**src/rtl/hazard_md_ctrl.sv**
```systemverilog
// Hazard/forwarding controller for the 5-stage MIPS core, with mult/div busy sequencing and a stall counter.
// Optional macro HAZ_FWD_EN: enables E/M/W forwarding; when undefined, any producer match on a used operand stalls.
module hazard_md_ctrl #(
    parameter int MULT_CYC = 5,
    parameter int DIV_CYC  = 10,
    parameter int CNT_W    = 4
) (
    input  logic        clk,
    input  logic        reset,
    input  logic [4:0]  D_rs,
    input  logic [4:0]  D_rt,
    input  logic [1:0]  D_tuse_rs,
    input  logic [1:0]  D_tuse_rt,
    input  logic        D_is_md,
    input  logic [4:0]  E_wa,
    input  logic [1:0]  E_tnew,
    input  logic [4:0]  M_wa,
    input  logic [1:0]  M_tnew,
    input  logic [4:0]  W_wa,
    input  logic        E_md_start,
    input  logic        E_md_div,
    output logic        stall,
    output logic        F_en,
    output logic        D_en,
    output logic        E_clr,
    output logic        md_busy,
    output logic [1:0]  fwd_rs_sel,
    output logic [1:0]  fwd_rt_sel,
    output logic [31:0] stall_cnt
);

    logic [CNT_W-1:0] r_md_cnt;
    logic [31:0]      r_stall_cnt;

    logic w_e_rs, w_m_rs, w_e_rt, w_m_rt;
    logic w_haz_rs, w_haz_rt, w_md_haz, w_md_busy, w_stall;

    // Register 0 is hardwired zero, so it can never be a real dependency.
    assign w_e_rs = (D_rs == E_wa) && (D_rs != 5'd0);
    assign w_m_rs = (D_rs == M_wa) && (D_rs != 5'd0);
    assign w_e_rt = (D_rt == E_wa) && (D_rt != 5'd0);
    assign w_m_rt = (D_rt == M_wa) && (D_rt != 5'd0);

`ifdef HAZ_FWD_EN
    function automatic logic [1:0] fwd_sel(input logic e_hit, input logic m_hit,
                                           input logic w_hit, input logic [1:0] e_tnew,
                                           input logic [1:0] m_tnew);
        // A pending (Tnew>0) match blocks older stages; the stall covers that cycle.
        if (e_hit)      return (e_tnew == 2'd0) ? 2'd1 : 2'd0;
        else if (m_hit) return (m_tnew == 2'd0) ? 2'd2 : 2'd0;
        else if (w_hit) return 2'd3;
        else            return 2'd0;
    endfunction

    logic w_w_rs, w_w_rt;
    assign w_w_rs = (D_rs == W_wa) && (D_rs != 5'd0);
    assign w_w_rt = (D_rt == W_wa) && (D_rt != 5'd0);

    assign w_haz_rs = (w_e_rs && (D_tuse_rs < E_tnew)) || (w_m_rs && (D_tuse_rs < M_tnew));
    assign w_haz_rt = (w_e_rt && (D_tuse_rt < E_tnew)) || (w_m_rt && (D_tuse_rt < M_tnew));

    assign fwd_rs_sel = fwd_sel(w_e_rs, w_m_rs, w_w_rs, E_tnew, M_tnew);
    assign fwd_rt_sel = fwd_sel(w_e_rt, w_m_rt, w_w_rt, E_tnew, M_tnew);
`else
    logic w_unused_nofwd;
    assign w_unused_nofwd = ^{W_wa, E_tnew, M_tnew};

    // Without bypass paths every in-flight producer must drain; W relies on regfile write-through.
    assign w_haz_rs = (D_tuse_rs != 2'd3) && (w_e_rs || w_m_rs);
    assign w_haz_rt = (D_tuse_rt != 2'd3) && (w_e_rt || w_m_rt);

    assign fwd_rs_sel = 2'd0;
    assign fwd_rt_sel = 2'd0;
`endif

    assign w_md_busy = (r_md_cnt != '0);
    assign w_md_haz  = D_is_md && (w_md_busy || E_md_start);
    assign w_stall   = w_haz_rs || w_haz_rt || w_md_haz;

    always_ff @(posedge clk) begin
        if (reset) begin
            r_md_cnt    <= '0;
            r_stall_cnt <= 32'd0;
        end else begin
            // A start while busy is dropped; the running count is not disturbed.
            if (E_md_start && !w_md_busy)
                r_md_cnt <= E_md_div ? CNT_W'(DIV_CYC) : CNT_W'(MULT_CYC);
            else if (w_md_busy)
                r_md_cnt <= r_md_cnt - CNT_W'(1);
            if (w_stall)
                r_stall_cnt <= r_stall_cnt + 32'd1;
        end
    end

    assign stall     = w_stall;
    assign F_en      = ~w_stall;
    assign D_en      = ~w_stall;
    assign E_clr     = w_stall;
    assign md_busy   = w_md_busy;
    assign stall_cnt = r_stall_cnt;

endmodule

```
**config.mk**
```make
export PLATFORM = sky130hd
export DESIGN_NAME = hazard_md_ctrl
export DESIGN_NICKNAME = d
export VERILOG_FILES = /design/src/rtl/hazard_md_ctrl.sv
export SDC_FILE = /design/constraint.sdc
export NUM_CORES = 1
export LEC_CHECK = 0
export CORE_UTILIZATION = 45
export DETAILED_ROUTE_END_ITERATION = 10
export GPL_TIMING_DRIVEN = 0
export PLACE_DENSITY = 0.8
export SYNTH_ARGS = -nofsm -noshare
export SYNTH_HDL_FRONTEND = slang
export SYNTH_SLANG_ARGS = --single-unit
```
**constraint.sdc**
```tcl
create_clock -name clk -period 7.95 [get_ports clk]
set_input_delay 2.385 -clock clk [delete_from_list [all_inputs] [get_ports clk]]
set_output_delay 2.385 -clock clk [all_outputs]
set_load 0.05 [all_outputs]
```
==> impl_results.md, run 1 <==
- Crit. End Element: output pin
- Worst-margin pin slew: 0.590 ns
- Resized cells post-CTS: 0
- Total CTS buffers: 5
- First-pass DRT Iterations: 4
- CTS hold repair buffers: 0
- Maximum VDD drop: between 0.15 and 0.2 mV
- Tightest Hold Check Type: reg -> reg
- Initial antenna violation count: 0
- Die area: 0.00518 mm^2
- Synth Warn #: 0
- ANT nets after route: 0
- Final period util: 96.2%
- EDFF count, synth: 0
- Final WL: 6.18 mm
- HPWL after DPL: 4.59 mm
- WS Path Type: in -> out
- CP Launch Type: primary input
- Worst Path Arrival: 5.26 ns
- Main synth FF type: dfxtp_1
- FFs w/ async S/R, synth: 0%
- Clk_skew: a little over 0.007 ns
- Critical Path RT: 5.57 ns
- Clk slew on worst S/H paths: approximately 0.07 ns
- Crit path top cell by count: buf_4
- Fin crit period: approximately 7.6 ns
- H-Tree Depth: 2
- WL per Instance: 14.6 um
- RSZ-0062 raised after global routing: false
- Largest net degree at the start of global routing: 12
- Clock buffer depth: 2
- CP Buf/Inv Count: 5
- CTS tree: built
- Initial DRC Count: ~160
- Port buffer count: 65
- Post-synth cell types: 39
- Outcome: finished clean
- # setup viols final: 0
- Setup ws final: 0.302 ns
- Via density: 5.58
- Post-synthesis xor/xnor area fraction: 8.74%
- Sink Count: 36
- Core area: 0.00472 mm^2
- Synth Area in Compound Gates: between 20% and 30%
- Starting density of the core: roughly 47%
- F_max: 0.131 GHz
- All-Layer GR Usage: 25.4%
- Post-Syn Area: roughly 0.0022 mm^2
- I/O pin count: 79
- Antenna diode count: 0
- Pre-CTS setup slack: 0.289 ns
- Clock Latency Late Sink: approximately 0.30 ns
- Nets: 397
- Number of global-route vias before repair: roughly 2300
- Cells along the critical path: clkdlybuf4s50_1 > or4_1 > o21ai_1 > o221a_4 > buf_4 > buf_4 > buf_4 > clkdlybuf4s50_1
- Layout area overhead: 37.9%
- Leakage: roughly 1.0 nW
- Synth Instances: 281
- Final instance area: between 0.003 and 0.004 mm^2
- Post-Syn Area per Cell: 7.85 um^2
- Register bit total from synthesis: 36
- Post-layout util: 64.4%
- Die X: 72.0 um
- Site row count: 25
- Post-CTS setup buffers: 0
- Final Max Slew Viols: 0
- Mux contribution to synthesized area: 1.53%
- Critical Path Max Stage Delay: 0.78 ns
- Total grt overflow: 0
- Slowest stage cell, crit path: clkdlybuf4s50_1
- First-pass GRT wire length: 10.3 mm
- Worst Path Max Fanout: 11
- Slew headroom: about three fifths
- Max Cap Violations: 0
- Setup TNS: 0 ns
- Register area share after synthesis: 32.7%
- DRC viols: 0
- Top delay family on crit path: buffers and inverters
- Largest family of logic cells by synthesized area: simple AND/OR/NAND/NOR gates
- Gp weighted congestion: 0.818
- Synth Area in Simple Gates: roughly 28%
- Height of the die: 72.0 um
- Area after DPL: 0.00295 mm^2
- CTS root buf: clkbuf_8
- Adder-cell share of the synthesized area: 1.70%
- PD cells: 184 mW/mm^2
- Layout cells sized above 1: 5.88%
- Routed vias: 2368
- Final hold vios: 0
==> cells in the mapped netlist, drive strengths merged (2+ instances only) <==
library cell	instances	area share, %
nand4b	2	0.79
nor2b	3	0.85
or4	8	2.7
nor4	3	0.85
nand4	7	2.0
buf	10	3.5
nor2	14	2.4
inv	10	1.7
o21ai	22	5.0
and2	2	0.57
or3	19	5.4
o2111ai	3	1.2
o31ai	6	2.0
xor2	20	7.9
a21oi	33	7.5
nand3	11	2.5
a22oi	2	0.68
dfxtp	36	33
a211oi	3	1.0
o32ai	2	0.79
xnor2	2	0.79
and3	8	2.3
mux2	3	1.5
clkbuf	8	1.4
a41o	2	0.91
nor3	9	2.5
nand2	22	3.7
ha	3	1.7
and4	4	1.6
==> worst paths after layout <==
path                                                 start                    endpoint  slack, ns  cells after the start
worst min register to register  stall_cnt[29]$_SDFFE_PP0P_  stall_cnt[29]$_SDFFE_PP0P_       0.51                      2
worst min-delay path            stall_cnt[29]$_SDFFE_PP0P_  stall_cnt[29]$_SDFFE_PP0P_       0.51                      2
worst max register to register   stall_cnt[2]$_SDFFE_PP0P_  stall_cnt[27]$_SDFFE_PP0P_       5.69                      7
worst max-delay path                               D_rs[1]                        F_en       0.30                      8
==> worst min-delay path, cell delays in order, from the launching register on <==
cell     delay, ns
dfxtp_1       0.33
o21ai_0       0.08
a21oi_1       0.06
==> cells in the final DEF, fill, tap and decap left out, drive strengths merged, types with 4 or more instances in the layout <==
cell type / count
a21oi: 33
and3: 8
and4: 4
buf: 10
clkbuf: 16
clkdlybuf4s50: 65
conb: 4
dfxtp: 36
inv: 10
nand2: 22
nand3: 11
nand4: 7
nor2: 14
nor3: 9
o21ai: 22
o31ai: 6
or3: 19
or4: 8
xor2: 20
==> power breakdown <==
group	internal [W]	leakage (nW)	switching, W	total [W]
logic	0.0000792	0.682	0.000136	0.000215
registers	0.000193	0.291	0.0000129	0.000206
clock network	0.0000707	0.0455	0.0000672	0.000138
total	0.000343	1.02	0.000216	0.000559
==> state kept, by name, summed over array words and instances (netlist names) <==
register / flops
r_md_cnt: 4
stall_cnt: 32
==> per-stage QoR <==
step | total power (W) | std cells | hold slack (ns)
global placement | 0.000419 | 416 | 0.489
finish | 0.000559 | 424 | 0.510
global route | 0.000589 | 424 | 0.544
floorplan | 0.000352 | 284 | 0.493
detailed placement | 0.000423 | 416 | 0.503
CTS | 0.000559 | 424 | 0.514
==> cell type report <==
class                      instances  area (um^2)
tap                               67         83.8
fill                             409         1680
buffer                            18          106
clock buffer                       8         90.1
multi-input combinational        219         1350
sequential                        36          721
inverter                          11         41.3
timing repair buffer              65          651
==> cells by family after synthesis <==
family,after synthesis
simple gates,113
other cells,1
xor+xnor,22
mux,3
fa+ha+maj,3
buf+inv,29
compound gates,74
flops,36
==> layer usage <==
layer  part of all wire [%]  track usage [%]  routed length [um]
met1                     45             33.4                2790
met5                      0                0                   0
met3                    5.8             6.81                 360
met2                     48             42.0                2980
met4                   0.78             5.23                  48
Power figures use the tool's default switching activity.
==> run 2: changes to the inputs <==
--- a/config.mk
+++ b/config.mk
@@ -8,6 +8,7 @@
 export CORE_UTILIZATION = 45
 export DETAILED_ROUTE_END_ITERATION = 10
 export GPL_TIMING_DRIVEN = 0
+export MAX_ROUTING_LAYER = met4
 export PLACE_DENSITY = 0.8
 export SYNTH_ARGS = -nofsm -noshare
 export SYNTH_HDL_FRONTEND = slang
==> impl_results.md, run 2 (same netlist as run 1, synthesis figures left out) <==
- Outcome: finished clean
- Initial DRC Count: 143 (-8.9%)
- First-pass GRT wire length: 10.3 mm (about the same)
- CTS tree: built
- WS Path Type: in -> out
- Nets: 397 (unchanged)
- Most frequent cells in the layout: 65 x clkdlybuf4s50_1, 36 x dfxtp_1, 33 x a21oi_1
- Crit. End Element: output pin
- Most common cell after layout, fill and taps aside: clkdlybuf4s50_1
- # setup viols final: 0 (unchanged)
- Height of the die: 72.0 um (unchanged)
- Setup TNS: 0 ns (unchanged)
- CP Launch Type: primary input
- Gp weighted congestion: 0.830 (+1.5%)
- F_max: 0.131 GHz (about the same)
- Worst Path Arrival: 5.27 ns (about the same)
- Maximum VDD drop: 0.169 mV (+0.38%)
- H-Tree Depth: 2 (unchanged)
- ANT nets after route: 0 (unchanged)
- Clk slew on worst S/H paths: 0.07 ns (about the same)
- Largest net degree at the start of global routing: 12 (unchanged)
- Critical path origin: D_rs[1]
- Clock buffer depth: 2 (unchanged)
- Port buffer count: 65 (unchanged)
- Final Max Slew Viols: 0 (unchanged)
- Site row count: 25 (unchanged)
- Layout cells sized above 1: 5.88% (unchanged)
- Leakage: 1.02 nW (unchanged)
- Clock Latency Late Sink: 0.30 ns (about the same)
- Reg2Reg Launch Point: stall_cnt[12]$_SDFFE_PP0P_
- CTS root buf: clkbuf_8
- Total grt overflow: 0 (unchanged)
- Final WL: 6.21 mm (+0.37%)
- Clk_skew: 0.00690 ns (-0.000229 ns)
- Number of global-route vias before repair: 2265 (unchanged)
- All-Layer GR Usage: 26.2% (+0.76 points)
- Starting density of the core: 46.7% (unchanged)
- Total CTS buffers: 5 (unchanged)
- Final hold vios: 0 (unchanged)
- Worst Path Max Fanout: 11 (unchanged)
- PD cells: 184 mW/mm^2 (+0.31%)
- DRC viols: 0 (unchanged)
- Via density: 5.61 (+0.51%)
- Layout area overhead: 37.9% (unchanged)
- Final period util: 96.3% (about the same)
- First-pass DRT Iterations: 4 (unchanged)
- CTS hold repair buffers: 0 (unchanged)
- Die area: 0.00518 mm^2 (unchanged)
- HPWL after DPL: 4.59 mm (unchanged)
- Sink Count: 36 (unchanged)
- Core area: 0.00472 mm^2 (unchanged)
- Fin crit period: 7.65 ns (+0.00370 ns)
- Slew headroom: 61.0% (+0.63 points)
- Max FFs per register: 32 (unchanged)
- Antenna diode count: 0 (unchanged)
- Die X: 72.0 um (unchanged)
- Worst hold start: stall_cnt[29]$_SDFFE_PP0P_
- Worst-margin pin slew: 0.580 ns (-0.00936 ns)
- Routed vias: 2380 (+0.51%)
- Tightest Hold Check Type: reg -> reg
- Post-CTS setup buffers: 0 (unchanged)
- RSZ-0062 raised after global routing: false
- Initial antenna violation count: 0 (unchanged)
- Max Cap Violations: 0 (unchanged)
- WL per Instance: 14.6 um (+0.37%)
- Critical Path RT: 5.57 ns (about the same)
- Resized cells post-CTS: 0 (unchanged)
- I/O pin count: 79 (unchanged)
- Hold slack: 0.511 ns (+0.000838 ns)
[run 2: cell counts in the layout (fill, tap and decap cells not counted)]
No cell type changed its count.
[run 2: worst max-delay path, cell delays in order]
cell and delay (ns):
clkdlybuf4s50_1 0.48, or4_1 0.54, o21ai_1 0.28, o221a_4 0.29, buf_4 0.18, buf_4 0.20, buf_4 0.12, clkdlybuf4s50_1 0.78
[run 2: layer usage]
| layer | vias up | part of all wire (%) | wire (um) | global-route usage [%] |
|---|---|---|---|---|
| met2 | 87 | 48 | 2970 | 41.9 |
| met4 | 0 | 0.48 | 30 | 5.23 |
| met5 | - | 0 | 0 | - |
| li1 | 1169 | - | - | - |
| met1 | 1119 | 45 | 2810 | 33.7 |
| met3 | 5 | 6.4 | 398 | 6.53 |
[run 2: area by class of cell]
class / count / area [um^2]
plain buffers: 18 / 106
clock buffers: 8 / 90.1
fillers: 409 / 1680
inverters: 11 / 41.3
multi-input cells: 219 / 1350
flip-flops and latches: 36 / 721
well taps: 67 / 83.8
repair buffers: 65 / 651
[run 2: final timing paths]
path,to,slack [ns],cells past startpoint
worst max register to register,stall_cnt[27]$_SDFFE_PP0P_,5.67,7
worst max-delay path,F_en,0.30,8
worst min-delay path,stall_cnt[29]$_SDFFE_PP0P_,0.51,2
worst min register to register,stall_cnt[29]$_SDFFE_PP0P_,0.51,2
[run 2: report_power, final]
part | switching, W | leakage [nW] | internal (W) | total [W]
clock network | 0.0000679 | 0.0455 | 0.0000707 | 0.000139
logic | 0.000137 | 0.682 | 0.0000792 | 0.000216
registers | 0.0000132 | 0.291 | 0.000193 | 0.000206
[run 2: through the flow]
step	util (%)	power [W]	setup WS, ns	instances	cell area [um^2]
floorplan	-	0.000352	1.58	284	2220
global placement	62.5	0.000419	0.296	416	2950
detailed placement	62.5	0.000423	0.289	416	2950
CTS	64.4	0.000559	0.285	424	3040
global route	64.4	0.000589	0.185	424	3040
finish	64.4	0.000561	0.298	424	3040
